**src/rtl/serial_word_receiver.sv**
```systemverilog
// Serial-in, parallel-out receiver for start/data/stop framed bit streams.
// Reassembles WIDTH data bits (LSB- or MSB-first) into a valid/ready output register.
module serial_word_receiver #(
  parameter int WIDTH = 4
) (
  input  logic             clk,
  input  logic             reset,
  input  logic             sin,
  input  logic             sin_valid,
  input  logic             lsb_first,
  output logic [WIDTH-1:0] out,
  output logic             out_valid,
  input  logic             out_ready,
  output logic             busy,
  output logic             frame_err,
  output logic             overrun
);

  localparam int CW = (WIDTH > 1) ? $clog2(WIDTH) : 1;

  typedef enum logic [1:0] {
    IDLE = 2'd0,
    DATA = 2'd1,
    STOP = 2'd2
  } state_t;

  state_t           state_q, state_d;
  logic [CW-1:0]    cnt_q;
  logic             order_q;
  logic [WIDTH-1:0] shreg_q;
  logic             last_bit;
  logic             word_done;
  logic             stop_bad;

  assign last_bit = (cnt_q == CW'(WIDTH - 1));
  assign busy     = (state_q != IDLE);

  // NOTE: every output of this block gets a default first so no path leaves a value held (no latch).
  always_comb begin
    state_d   = state_q;
    word_done = 1'b0;
    stop_bad  = 1'b0;
    case (state_q)
      IDLE: if (sin_valid && !sin) state_d = DATA;
      DATA: if (sin_valid && last_bit) state_d = STOP;
      STOP: begin
        if (sin_valid) begin
          state_d   = IDLE;
          word_done = sin;
          stop_bad  = !sin;
        end
      end
      default: state_d = IDLE;
    endcase
  end

  // NOTE: sequential state uses non-blocking assignments so all registers update from pre-edge values.
  always_ff @(posedge clk) begin
    if (reset) state_q <= IDLE;
    else       state_q <= state_d;
  end

  // NOTE: the shift register is reset even though each frame overwrites it, so out can never show X.
  always_ff @(posedge clk) begin
    if (reset) begin
      cnt_q   <= '0;
      order_q <= 1'b0;
      shreg_q <= '0;
    end else if (sin_valid) begin
      case (state_q)
        IDLE: begin
          if (!sin) begin
            order_q <= lsb_first;
            cnt_q   <= '0;
          end
        end
        DATA: begin
          // LSB-first shifts right so the first bit ends up at bit 0.
          if (order_q) shreg_q <= {sin, shreg_q[WIDTH-1:1]};
          else         shreg_q <= {shreg_q[WIDTH-2:0], sin};
          cnt_q <= cnt_q + CW'(1);
        end
        default: ;
      endcase
    end
  end

  always_ff @(posedge clk) begin
    if (reset) begin
      out       <= '0;
      out_valid <= 1'b0;
      frame_err <= 1'b0;
      overrun   <= 1'b0;
    end else begin
      frame_err <= stop_bad;
      if (word_done) begin
        if (!out_valid || out_ready) begin
          out       <= shreg_q;
          out_valid <= 1'b1;
        end else begin
          overrun <= 1'b1;
        end
      end else if (out_valid && out_ready) begin
        out_valid <= 1'b0;
      end
    end
  end

endmodule

```
**config.mk**
```make
export PLATFORM = sky130hd
export DESIGN_NAME = serial_word_receiver
export DESIGN_NICKNAME = d
export VERILOG_FILES = /design/src/rtl/serial_word_receiver.sv
export SDC_FILE = /design/constraint.sdc
export NUM_CORES = 1
export LEC_CHECK = 0
export CAP_MARGIN = 5
export CORE_UTILIZATION = 52
export DETAILED_ROUTE_END_ITERATION = 6
export GPL_ROUTABILITY_DRIVEN = 0
export PLACE_DENSITY = 0.8
export SETUP_SLACK_MARGIN = 0.5
export SLEW_MARGIN = 20
export SYNTH_ARGS = -nofsm -noshare
export SYNTH_HDL_FRONTEND = slang
export SYNTH_SLANG_ARGS = --single-unit
```
**constraint.sdc**
```tcl
create_clock -name clk -period 2.65 [get_ports clk]
set_input_delay 0.53 -clock clk [delete_from_list [all_inputs] [get_ports clk]]
set_output_delay 0.53 -clock clk [all_outputs]
set_load 0.01 [all_outputs]
```
# Word level (Yosys, flattened, before mapping)
# Cells that the tools add are included.
# totals
register_bits	16
inputBits	6
output_inout_bits	8
# op_classes
addsub	1
eq_ne	8
n_mux	12
n_bitwise	4
reduce_logical	18
# ops
op	n
3-bit AND reduction	3
2-bit 2-to-1 mux	4
2-bit != test (second input constant)	4
2-bit AND reduction	4
2-bit case mux with 3 select lines	1
2-bit nonzero test	3
1-bit 2-to-1 mux	5
2-bit equality test (second input constant)	2
4-bit 2-to-1 mux	1
1-bit inverter	4
2-bit case mux with 2 select lines	1
1-bit logical AND	3
3-bit OR reduction	1
2-bit by 1-bit adder with 2-bit output (second input constant)	1
2-bit by 1-bit equality test with 1-bit output (second input constant)	1
1-bit zero test	2
2-bit zero test	1
2-bit by 1-bit != test with 1-bit output (second input constant)	1
1-bit logical OR	1

# Depth between registers and ports, before layout
# Gate-level depths: netlist (run 1).
# depth
depth_word	4
mapped_depth	5
mapped_depth_nobuf	4

# Worst setup path before layout (run 1)
# No wires, ideal clock.
# synth_timing
kind	input -> register
start	input sin_valid
end	register shreg_q[1]
setup_time_ps	79
arrival_time_ps	1191
t_required_ps	2571
path_slack_ps	1379
stages	5
n_path_buf	2
cell_sequence	buf_2 > and3b_1 > buf_6 > nor2_1 > a211oi_2
# synth_between
elab_chain_cells	1
# synth_lines
item	line	source
start, declared	9	input logic sin_valid,
2-bit AND reduction (no source line)	n/a	
end signal, assigned	79	if (order_q) shreg_q <= {sin, shreg_q[WIDTH-1:1]};
end signal, assigned	80	else shreg_q <= {shreg_q[WIDTH-2:0], sin};
end, declared	30	logic [WIDTH-1:0] shreg_q;
# Every way passes these cells.
# A chain may end at the register's enable or synchronous reset.

# Final worst setup path (run 1)
# layout_timing
start	register state_q[0]
end	output busy
# layout_between
elab_chain_cells	1
# layout_lines
item	line	source
start, declared	27	state_t state_q, state_d;
start signal, assigned	60	else state_q <= state_d;
2-bit nonzero test	36	assign busy = (state_q != IDLE);
end, declared	14	output logic busy,
# Every way passes these cells.

==> out/metrics.yaml, run 1 <==
setup_violations: 0
vias: 569
yosysWarnings: 0
die_y_microns: 39.6
setup.worst_path.end_class: "primary output"
p_seq_share_pct: 55.3
layoutNonFillerInstCount: 102
p_comb_share_pct: 8.7
diodes: 0
layout_commonest_cell: "dfxtp_1"
worstMarginPinSlew_ns: 0.643
swShare_pct: 23.6
peakVddDrop_v: 0.000375
min_path_type: "flip-flop to flip-flop"
p_switching_w: 0.000108
remaining_drc_errors: 0
antenna_found_initial: 0
h-tree-depth: 1
synthCells: 77
critical_path_buf_inv_count: 1
cts_setup_buffers: 0
fin_crit_ns: 1.99
syn_nets: 84
rsz0062_at_grt: "false"
critPathRequiredTime_ns: 2.12
max_cap_violations: 0
slowest_stage: "clkdlybuf4s50_1"
yosysSeqAreaShare_pct: 43.7
path_max_fanout: 11
dp_cells: 98
area_delta_synth_final_pct: 19.1
synth.avg_cell_area_sq_um: 9.52
fp.dieArea_sq_um: 1560
syn-cell-area_sq_um: 733
clk_latency_ns: 0.29
power.density_nw_per_um2: 525
numCtsBuffers: 3
ys_types: 24
status: "finished clean"
synth.ff_latch_count: 16
rr_startpoint: "state_q[0]"
skew_ns: 0.00177
num_rows: 13
nNetsFinal: 95
crit_cells: 2
cts.path.max_buffers: 2
cts_tree: "built"
grt_pass1_vias: 429
crit_type: "flip-flop to primary output"
min_period_over_period_pct: 75.1
cts-resized-gates: 0
clock-root-buffer: "clkbuf_4"
power_frac_clock_pct: 36.0
synthArstFlopShare_pct: 0
core_area_sq_um: 1300
setup_ws_ns: 0.659
layout_common_cells: "16 x dfxtp_1, 13 x clkdlybuf4s50_1, 10 x a21oi_1"
worstHoldStart: "overrun"
drt_wl_total_microns: 1250
track_usage_pct: 18.9
cts_hold_buffers: 0
regArea_sq_um: 320
via_per_inst: 5.58
setup.worst_path.start: "state_q[0]"
fmax_mhz: 502
multiInputGateArea_sq_um: 368
drive_gt1_share_pct: 10.3
grt.overflow.total: 0
setup_tns_ns: 0
finalHoldViolations: 0
clkTransAtPathRegs_ns: 0.10
total_leakage_power_nw: 0.287
r2r_cells: 3
clock-sinks: 16
slowest_delay_ns: 0.52
cp-endpoint: "busy"
dieWidth_microns: 39.6
firstDrtPassIters: 4
grt_pass1_wl_microns: 1900
drtIter0Drc: 12
fillers: 109
wl_per_cell_microns: 12.2
grt_max_degree: 17
ant_nets: 0
rr_endpoint: "shreg_q[3]"
ios: 14
synth_edf_count: 0
arrival_ns: 1.46
dp_slack_ns: 0.674
ys.flop_type: "dfxtp_1"
cp-start-kind: "flip-flop"
path_delay_family: "buffers and inverters"
path_cells: "or2_1 -> clkdlybuf4s50_1"
port_buffers: 13
relSlewSlack_pct: 57.0
slew_viol_final: 0
start_util_pct: 56.3
total_power_w: 0.000459
dp_hpwl_microns: 883
r2r_slack_ns: 1.31
power.internal_w: 0.000351
[Yosys cell counts, types with 2 or more instances]
cell      instances  share of area [%]
nand2_1           2                1.0
a21oi_1          10                6.8
a211oi_2          4                6.8
dfxtp_1          16                 44
mux2i_1           5                6.8
buf_2             3                2.0
clkbuf_1          2                1.0
nor2_1            7                3.6
nand4b_1          2                2.4
nand3_1           4                2.7
nor2b_1           2                1.7
buf_6             2                3.1
o21ai_1           4                2.7
nand2b_1          3                2.6
o21ai_0           2                1.4
[cell families (layout without fill, tap and decap cells)]
kind of cell    Yosys count  after routing  synth area share, %
simple gates             28             28                 23.9
compound gates           20             20                 17.7
flops                    16             16                 43.7
buf+inv                   7             17                 6.14
mux                       5              5                 6.83
fa+ha+maj                 1              1                 1.71
[power groups by stage]
stage / logic (W) / clock network [W] / registers (W)
after floorplan: 0.0000325 / 0 / 0.000254
after global placement: 0.0000391 / 0 / 0.000259
after detailed placement: 0.0000395 / 0 / 0.000259
after CTS: 0.0000397 / 0.000170 / 0.000253
after global routing: 0.0000432 / 0.000180 / 0.000255
final: 0.0000397 / 0.000165 / 0.000254
[per-stage QoR]
stage                     util (%)  cell area, sq um  hold WS, ns
after global routing          67.1               873        0.514
after CTS                     67.1               873        0.494
after floorplan                  -               733        0.453
after detailed placement      64.3               837        0.473
after global placement        64.3               837        0.457
final                         67.1               873        0.488
[flip-flops by register name, indices dropped and copies added (netlist names)]
name,count
out,4
shreg_q,4
cnt_q,2
state_q,2
frame_err,1
order_q,1
out_valid,1
overrun,1
[worst min-delay path by stage]
| stage | end | slack, ns | cells after the start |
|---|---|---|---|
| floorplan | cnt_q[1] | 0.45 | 2 |
| global route | overrun | 0.51 | 2 |
| CTS | out[3] | 0.49 | 2 |
| finish | overrun | 0.49 | 2 |
| global placement | overrun | 0.46 | 2 |
| detailed placement | overrun | 0.47 | 2 |
[layer usage]
metal / track usage [%] / share of wire [%] / vias up
li1: - / - / 294
met1: 26.7 / 50 / 253
met2: 25.0 / 42 / 20
met3: 5.68 / 7.6 / 2
met4: 10.3 / 0.96 / 0
met5: 0 / 0 / -
[tightest hold or removal path, cell delays in order (launching register included)]
cell     delay [ns]
dfxtp_1        0.34
a21oi_1        0.04
nor2_1         0.08
[cell type report]
class / count / area share [%]
clock buffers: 4 / 4.15
multi-input cells: 54 / 42.1
flip-flops and latches: 16 / 36.7
well taps: 15 / 2.15
repair buffers: 13 / 14.9
Power figures use the tool's default switching activity.
==> run 2: changes to the inputs <==
--- a/config.mk
+++ b/config.mk
@@ -6,10 +6,10 @@
 export NUM_CORES = 1
 export LEC_CHECK = 0
 export CAP_MARGIN = 5
-export CORE_UTILIZATION = 52
+export CORE_UTILIZATION = 48
 export DETAILED_ROUTE_END_ITERATION = 6
 export GPL_ROUTABILITY_DRIVEN = 0
-export PLACE_DENSITY = 0.8
+export PLACE_DENSITY = 0.75
 export SETUP_SLACK_MARGIN = 0.5
 export SLEW_MARGIN = 20
 export SYNTH_ARGS = -nofsm -noshare
==> constraint.sdc (replaced) <==
create_clock -name clk -period 2 [get_ports clk]
set_input_delay 0.4 -clock clk [delete_from_list [all_inputs] [get_ports clk]]
set_output_delay 0.4 -clock clk [all_outputs]
set_load 0.01 [all_outputs]
==> run 2 against run 1 <==
  * Die area rose by 7.9%
  * Sequential share of layout area fell by 0.19 points
  * Global-route usage is essentially flat
  * Sequential power is 31% higher
  * Critical endpoint unchanged
  * Highest routed layer unchanged
==> out/metrics.yaml, run 2 (synthesis results as in run 1) <==
min_path_cells: 2  # unchanged
swShare_pct: 23.4  # was 23.6%
die_y_microns: 41.1  # was 39.6 microns
track_usage_pct: 18.9  # about the same
path_max_fanout: 3  # was 11
cts.path.max_buffers: 2  # unchanged
drtIter0Drc: 6  # was 12
p_comb_share_pct: 10.7  # was 8.7%
slew_viol_final: 0  # unchanged
max_cap_violations: 0  # unchanged
nNetsFinal: 100  # was 95
core_area_sq_um: 1370  # was 1300 sq um
numCtsBuffers: 3  # unchanged
r2r_slack_ns: 0.78  # was 1.31 ns
layout_commonest_cell: "dfxtp_1"  # unchanged
power_frac_clock_pct: 29.3  # was 36.0%
area_delta_synth_final_pct: 22.5  # was 19.1%
setup_tns_ns: 0  # unchanged
setup_violations: 0  # unchanged
power.internal_w: 0.000426  # was 0.000351 W
firstDrtPassIters: 4  # unchanged
crit_type: "flip-flop to primary output"  # unchanged
min_path_type: "flip-flop to flip-flop"  # unchanged
ant_nets: 0  # unchanged
status: "finished clean"  # unchanged
skew_ns: 0.00480  # was 0.00177 ns
total_power_w: 0.000556  # was 0.000459 W
fmax_mhz: 675
power.density_nw_per_um2: 619  # was 525 nW/um^2
p_seq_share_pct: 60.0  # was 55.3%
clock-root-buffer: "clkbuf_4"  # unchanged
grt_max_degree: 17  # unchanged
via_per_inst: 5.44  # was 5.58
cts_tree: "built"  # unchanged
antenna_found_initial: 0  # unchanged
fp.dieArea_sq_um: 1690  # was 1560 sq um
clkTransAtPathRegs_ns: 0.09  # was 0.10 ns
relSlewSlack_pct: 57.4  # was 57.0%
setup.worst_path.end_class: "primary output"  # unchanged
finalHoldViolations: 0  # unchanged
ios: 14  # unchanged
arrival_ns: 1.08  # was 1.46 ns
start_util_pct: 53.7  # was 56.3%
dieWidth_microns: 41.1  # was 39.6 microns
cp-start-kind: "flip-flop"  # unchanged
layoutNonFillerInstCount: 106  # was 102
layout_common_cells: "14 x dfxtp_1, 10 x a21oi_1, 7 x nor2_1, 7 x dlygate4sd2_1"  # was 16 x dfxtp_1, 13 x clkdlybuf4s50_1, 10 x a21oi_1
grt_pass1_vias: 475  # was 429
clk_latency_ns: 0.28  # was 0.29 ns
dp_hpwl_microns: 955  # was 883 microns
rsz0062_at_grt: "true"  # was false
grt.overflow.total: 0  # unchanged
largestRegisters: "out: 4 flops, shreg_q: 4 flops"  # unchanged
cts_hold_buffers: 0  # unchanged
p_switching_w: 0.000130  # was 0.000108 W
remaining_drc_errors: 0  # unchanged
min_period_over_period_pct: 74.0
drive_gt1_share_pct: 18.7  # was 10.3%
wl_per_cell_microns: 13.2  # was 12.2 microns
fin_crit_ns: 1.48
peakVddDrop_v: 0.000499  # was 0.000375 V
total_leakage_power_nw: 0.341  # was 0.287 nW
min_to: "out[2]"  # was overrun
port_buffers: 13  # unchanged
worstMarginPinSlew_ns: 0.638  # was 0.643 ns
post-route-util_pct: 65.8  # was 67.1%
critPathRequiredTime_ns: 1.60  # was 2.12 ns
drt_wl_total_microns: 1400  # was 1250 microns
h-tree-depth: 1  # unchanged
rr_endpoint: "order_q"  # was shreg_q[3]
dp_cells: 99  # was 98
worstHoldStart: "out[2]"  # was overrun
clock-sinks: 16  # unchanged
rr_startpoint: "state_q[1]"  # was state_q[0]
vias: 577  # was 569
whs_ns: 0.479  # was 0.488 ns
grt_pass1_wl_microns: 2040  # was 1900 microns
num_rows: 13  # unchanged
r2r_cells: 4  # was 3
diodes: 0  # unchanged
## run 2: cell type report
class	count	area, sq um
clock buffers	3	22.5
repair buffers	18	159
multi-input cells	54	370
flip-flops and latches	16	328
well taps	15	18.8
fillers	114	468
## run 2: worst max path at each step
stage	start	endpoint	cells past startpoint
global placement	sin	out[2]	4
global route	state_q[1]	busy	2
detailed placement	sin_valid	shreg_q[3]	4
floorplan	sin_valid	shreg_q[1]	5
finish	state_q[1]	busy	2
CTS	state_q[1]	busy	2
## run 2: power groups by stage
| stage | logic [W] | clock network, W | registers (W) |
|---|---|---|---|
| 3_5_place_dp | 0.0000546 | 0 | 0.000343 |
| 2_1_floorplan | 0.0000431 | 0 | 0.000337 |
| 4_1_cts | 0.0000538 | 0.000167 | 0.000336 |
| 3_3_place_gp | 0.0000535 | 0 | 0.000343 |
| 5_1_grt | 0.0000659 | 0.000180 | 0.000335 |
| 6_report | 0.0000596 | 0.000163 | 0.000333 |
## run 2: repair_timing
item	CTS	global route
hold endpoints to repair	0	0
buffers inserted	0	4
pin swaps	0	0
endpoints found under the setup margin	8	6
resized for setup	10	5
## run 2: metrics by stage
step                      worst slack [ns]  instance area, sq um
after floorplan                      0.859                   733
after global placement               0.268                   845
after detailed placement             0.257                   845
after CTS                            0.441                   860
after global routing                 0.455                   898
final                                0.519                   898
## run 2: worst max-delay path: stages, from the launching register on
cell	delay [ns]
dfxtp_4	0.36
or2_1	0.22
clkdlybuf4s15_1	0.23
## run 2: layer usage
layer | share of wire, % | wire [microns] | GRT usage, % | vias up
met4 | 0.72 | 10 | 2.50 | 0
met3 | 4.9 | 69 | 9.78 | 2
met5 | 0 | 0 | 0 | -
li1 | - | - | - | 301
met2 | 45 | 623 | 30.9 | 12
met1 | 50 | 691 | 22.4 | 262
==> run 3: changes to the inputs <==
==> constraint.sdc (replaced) <==
create_clock -name clk -period 1.45 [get_ports clk]
set_input_delay 0.29 -clock clk [delete_from_list [all_inputs] [get_ports clk]]
set_output_delay 0.29 -clock clk [all_outputs]
set_load 0.01 [all_outputs]
==> run 3 against run 2 <==
  * Total power is 59% higher
  * Sequential power is 39% higher
  * Via count is 12% higher
  * Routed wire length is 20% higher
  * Clock power is 86% higher
  * Non-clock buffer count is 7 higher
  * Sequential share of layout area is 6.1 points lower
  * Sequential cell count stayed put
  * Register-to-register slack worse by 0.55 ns
  * Die area stayed put
  * Critical path type unchanged
==> out/metrics.yaml, run 3 (synthesis results as in run 1) <==
grt_pass1_vias: 528  # was 475
p_switching_w: 0.000215  # was 0.000130 W
drtIter0Drc: 7  # was 6
fin_crit_ns: 1.26
slew_viol_final: 0  # unchanged
numCtsBuffers: 3  # unchanged
p_comb_share_pct: 13.4  # was 10.7%
port_buffers: 13  # unchanged
layoutNonFillerInstCount: 114  # was 106
stdcell_area_sq_um: 1090  # was 898 sq um
core_area_sq_um: 1370  # unchanged
grt_pass1_wl_microns: 2320  # was 2040 microns
path_max_fanout: 2  # was 3
total_leakage_power_nw: 0.418  # was 0.341 nW
p_seq_share_pct: 52.4  # was 60.0%
diodes: 0  # unchanged
worstMarginPinSlew_ns: 0.429  # was 0.638 ns
dp_slack_ns: -0.0810  # was 0.257 ns
clock-sinks: 16  # unchanged
vias: 645  # was 577
firstDrtPassIters: 4  # unchanged
wl_per_cell_microns: 14.7  # was 13.2 microns
setup_violations: 0  # unchanged
drive_gt1_share_pct: 48.5  # was 18.7%
grt_use_met3_pct: 4.89  # was 9.78%
relSlewSlack_pct: 71.3  # was 57.4%
swShare_pct: 24.3  # was 23.4%
ant_nets: 0  # unchanged
cts_hold_buffers: 0  # unchanged
use_met1_pct: 26.5  # was 22.4%
crit_type: "flip-flop to primary output"  # unchanged
grt_max_degree: 17  # unchanged
num_rows: 13  # unchanged
grt_use_met2_pct: 35.5  # was 30.9%
dp_cells: 104  # was 99
largestRegisters: "out: 4 flops, shreg_q: 4 flops"  # unchanged
critPathRequiredTime_ns: 1.16  # was 1.60 ns
arrival_ns: 0.97  # was 1.08 ns
via_per_inst: 5.66  # was 5.44
rsz0062_at_grt: "true"  # unchanged
antenna_found_initial: 0  # unchanged
power.density_nw_per_um2: 812  # was 619 nW/um^2
setup_ws_ns: 0.195  # was 0.519 ns
grt_busiest_layer: "met2"  # unchanged
multiInputGateArea_sq_um: 425  # was 370 sq um
peakVddDrop_v: 0.000605  # was 0.000499 V
clk_latency_ns: 0.29  # was 0.28 ns
fp.dieArea_sq_um: 1690  # unchanged
min_path_type: "flip-flop to flip-flop"  # unchanged
finalHoldViolations: 0  # unchanged
fmax_mhz: 797
max_cap_violations: 0  # unchanged
die_y_microns: 41.1  # unchanged
layout_common_cells: "9 x dfxtp_2, 9 x buf_6, 7 x a21oi_1, 7 x dfxtp_1, 7 x buf_4"  # was 14 x dfxtp_1, 10 x a21oi_1, 7 x nor2_1, 7 x dlygate4sd2_1
grt.overflow.total: 0  # unchanged
start_util_pct: 53.7  # unchanged
skew_ns: 0.00249  # was 0.00480 ns
power_frac_clock_pct: 34.2  # was 29.3%
setup.worst_path.end_class: "primary output"  # unchanged
track_usage_pct: 21.7  # was 18.9%
clock-root-buffer: "clkbuf_4"  # unchanged
cts_tree: "built"  # unchanged
fillers: 87  # was 114
remaining_drc_errors: 0  # unchanged
status: "finished clean"  # unchanged
clkTransAtPathRegs_ns: 0.10  # was 0.09 ns
dieWidth_microns: 41.1  # unchanged
min_period_over_period_pct: 86.6
h-tree-depth: 1  # unchanged
placed_cell_area_sq_um: 946  # was 845 sq um
drt_wl_total_microns: 1680  # was 1400 microns
dp_hpwl_microns: 1070  # was 955 microns
cts.path.max_buffers: 2  # unchanged
ios: 14  # unchanged
nNetsFinal: 107  # was 100
area_delta_synth_final_pct: 48.8  # was 22.5%
cp-start-kind: "flip-flop"  # unchanged
regArea_sq_um: 332  # was 328 sq um
power.internal_w: 0.000671  # was 0.000426 W
run 3: changes by cell type in the layout (fill, tap and decap cells not counted), moves of 2 or more:
cell	change
buf_6	+9
dfxtp_2	+9
dfxtp_1	-7
dlygate4sd2_1	-5
nor2_1	-4
nor2_4	+4
a21oi_1	-3
a21oi_2	+3
buf_12	+2
buf_4	+2
clkdlybuf4s50_1	-2
dfxtp_4	-2
run 3: through the flow:
stage	hold slack [ns]	util (%)	total power (W)	setup TNS (ns)
after floorplan	0.437	-	0.000541	0
after global placement	0.453	69.2	0.000576	-0.617
after detailed placement	0.471	69.2	0.000580	-0.679
after CTS	0.465	76.9	0.000887	0
after global routing	0.501	79.9	0.000912	0
final	0.488	79.9	0.000885	0
run 3: layout make-up:
class	count	share of cell area, %
tap	15	1.72
timing repair buffer	25	25.6
sequential	16	30.4
clock buffer	4	3.33
multi-input combinational	54	39.0
run 3: path summary, 6_finish.rpt:
path | endpoint | slack, ns | cells past startpoint | from
hold / removal | cnt_q[1] | 0.49 | 2 | cnt_q[1]
setup / recovery | busy | 0.19 | 2 | state_q[1]
setup reg to reg | shreg_q[1] | 0.23 | 4 | state_q[0]
hold reg to reg | cnt_q[1] | 0.49 | 2 | cnt_q[1]
run 3: worst max-delay path: stages (launching register included):
cell,delay [ns]
dfxtp_2,0.33
or2_1,0.21
buf_2,0.14
run 3: layer usage:
| metal | vias to the layer above | routed length (microns) |
|---|---|---|
| li1 | 319 | - |
| met1 | 309 | 788 |
| met2 | 15 | 826 |
| met3 | 2 | 51 |
| met4 | 0 | 12 |
| met5 | - | 0 |
run 3: power groups by stage:
| stage | Combinational [W] | Sequential (W) | Clock, W |
|---|---|---|---|
| 2_1_floorplan | 0.0000728 | 0.000468 | 0 |
| 3_3_place_gp | 0.000104 | 0.000472 | 0 |
| 3_5_place_dp | 0.000107 | 0.000473 | 0 |
| 4_1_cts | 0.000116 | 0.000463 | 0.000309 |
| 5_1_grt | 0.000128 | 0.000465 | 0.000318 |
| 6_report | 0.000119 | 0.000464 | 0.000303 |
run 3: repair_timing:
item | CTS | global route
pin swaps | 5 | 1
gates resized for setup | 52 | 7
endpoints found under the setup margin | 24 | 23
buffers inserted | 2 | 3
cloned | 1 | 0
==> patch: new RTL, settings of run 3 <==
Change the parameter `WIDTH` from 4 to 8.
--- a/src/rtl/serial_word_receiver.sv
+++ b/src/rtl/serial_word_receiver.sv
@@ -1,7 +1,7 @@
 // Serial-in, parallel-out receiver for start/data/stop framed bit streams.
 // Reassembles WIDTH data bits (LSB- or MSB-first) into a valid/ready output register.
 module serial_word_receiver #(
-  parameter int WIDTH = 4
+  parameter int WIDTH = 8
 ) (
   input  logic             clk,
   input  logic             reset,
Interface: changed (resized out); port bits go from 14 to 18. No check against the original RTL was run, so the function may have changed too.
==> patch against run 3 <==
- worst setup slack worse by 0.087 ns
- total power is 39% higher
- utilization is 2.0 points lower
- global-route usage is 0.18 points higher
- clock power is 5% higher
- design area is 59% higher
- routed wire length is 93% higher
- first-iteration DRC count grew to 3.4 times the old value
- register-to-register slack worse by 0.12 ns
- sequential cell count is 9 higher
- area after synthesis is 55% higher
- largest power group unchanged
==> patch: results (changes against run 3) <==
| Metric | Value |
|---|---|
| Relative slew slack | `0.665 (-0.0481)` |
| WL/cell | `17.8 microns (+21%)` |
| Sequential power | `0.727 mW (+57%)` |
| Peak supply drop | `0.705 mV (+17%)` |
| Final Non-Filler Cells | `182 (+60%)` |
| Leakage | `0.636 nW (+52%)` |
| Worst reg2reg setup slack | `0.11 ns (-0.12 ns)` |
| Mapped Nets | `126 (+50%)` |
| Status | `finished clean` |
| Number of global-route vias before repair | `936 (+77%)` |
| Commonest cells in the synthesized netlist | `dfxtp_1, a21oi_1, nor2_1` |
| Filler cells | `142 (+63%)` |
| Fraction of layout cells with a size suffix above 1 | `0.571 (+0.0866)` |
| I/O Buffers | `17 (+4)` |
| Clk_lat worst skew | `0.31 ns (+0.02 ns)` |
| Starting DRT DRC Count | `24 (+17)` |
| Global-route wire length before repair | `4150 microns (+79%)` |
| Crit-path max FO | `5 (+3)` |
| DR vias/cell | `5.85 (+3.3%)` |
| Ranking of synthesized cells by area | `dfxtp_1, a211oi_2, mux2i_1` |
| Post-synthesis sequential area ratio | `0.439 (+0.00222)` |
| CP peak stage delay | `0.35 ns (+0.02 ns)` |
| Hold WS | `0.472 ns (-0.0153 ns)` |
| CTS clk-pin slew, worst paths | `0.14 ns (+0.04 ns)` |
| Tot GR Track Use | `0.219 (+0.00184)` |
| Critical Path AT | `1.58 ns (+0.61 ns)` |
| Post-route clock skew | `0.00318 ns (+0.000689 ns)` |
| Internal Pwr Total | `0.914 mW (+36%)` |
| Detailed Place HPWL | `1570 microns (+46%)` |
| Top delay family on crit path | `simple AND/OR/NAND/NOR gates` |
| Mean Syn Cell Area | `9.66 sq um (+1.4%)` |
| Power Combinational | `0.187 mW (+57%)` |
==> patch: cell families after synthesis <==
kind of cell	Yosys count	share of synthesized area
simple gates	38	0.189
fa+ha+maj	2	0.0220
buf+inv	11	0.0714
mux	9	0.0790
compound gates	33	0.200
flops	25	0.439
==> patch: what timing repair did <==
item | CTS | global route
endpoints found under the hold margin | 0 | 0
pin swaps | 6 | 19
gates cloned | 3 | 1
hold buffers | 0 | 0
endpoints found under the setup margin | 37 | 36
setup buffers | 5 | 5
resized for setup | 84 | 28
==> patch: per-stage QoR <==
stage	utilization	setup WS, ns	power (mW)	setup TNS [ns]	instance area [sq um]
after floorplan	-	0.326	0.827	0	1170
after global placement	0.618	-0.136	0.861	-2.06	1380
after detailed placement	0.618	-0.178	0.866	-2.95	1380
after CTS	0.704	0.147	1.19	0	1570
after global routing	0.778	0.0846	1.28	0	1740
final	0.778	0.108	1.23	0	1740
==> patch: metal layers <==
layer  share of wire  wire (microns)  global-route usage
met1            0.43            1390               0.252
met2            0.52            1670               0.389
met3           0.044             144              0.0394
met4           0.012              38              0.0972
met5               0               0                   0
==> patch: cell type report <==
type / count / share of cell area
multi-input cells: 82 / 0.390
flip-flops and latches: 25 / 0.298
repair buffers: 43 / 0.276
well taps: 28 / 0.0202
clock buffers: 4 / 0.0151
==> patch: path summary, 6_finish.rpt <==
check,from,to,cells after the start
min,out[2]$_SDFFE_PP0P_,out[2]$_SDFFE_PP0P_,2
max,state_q[1]$_SDFFE_PP0P_,shreg_q[4]$_SDFFE_PP0P_,6
min reg2reg,out[2]$_SDFFE_PP0P_,out[2]$_SDFFE_PP0P_,2
max reg2reg,state_q[1]$_SDFFE_PP0P_,shreg_q[4]$_SDFFE_PP0P_,6
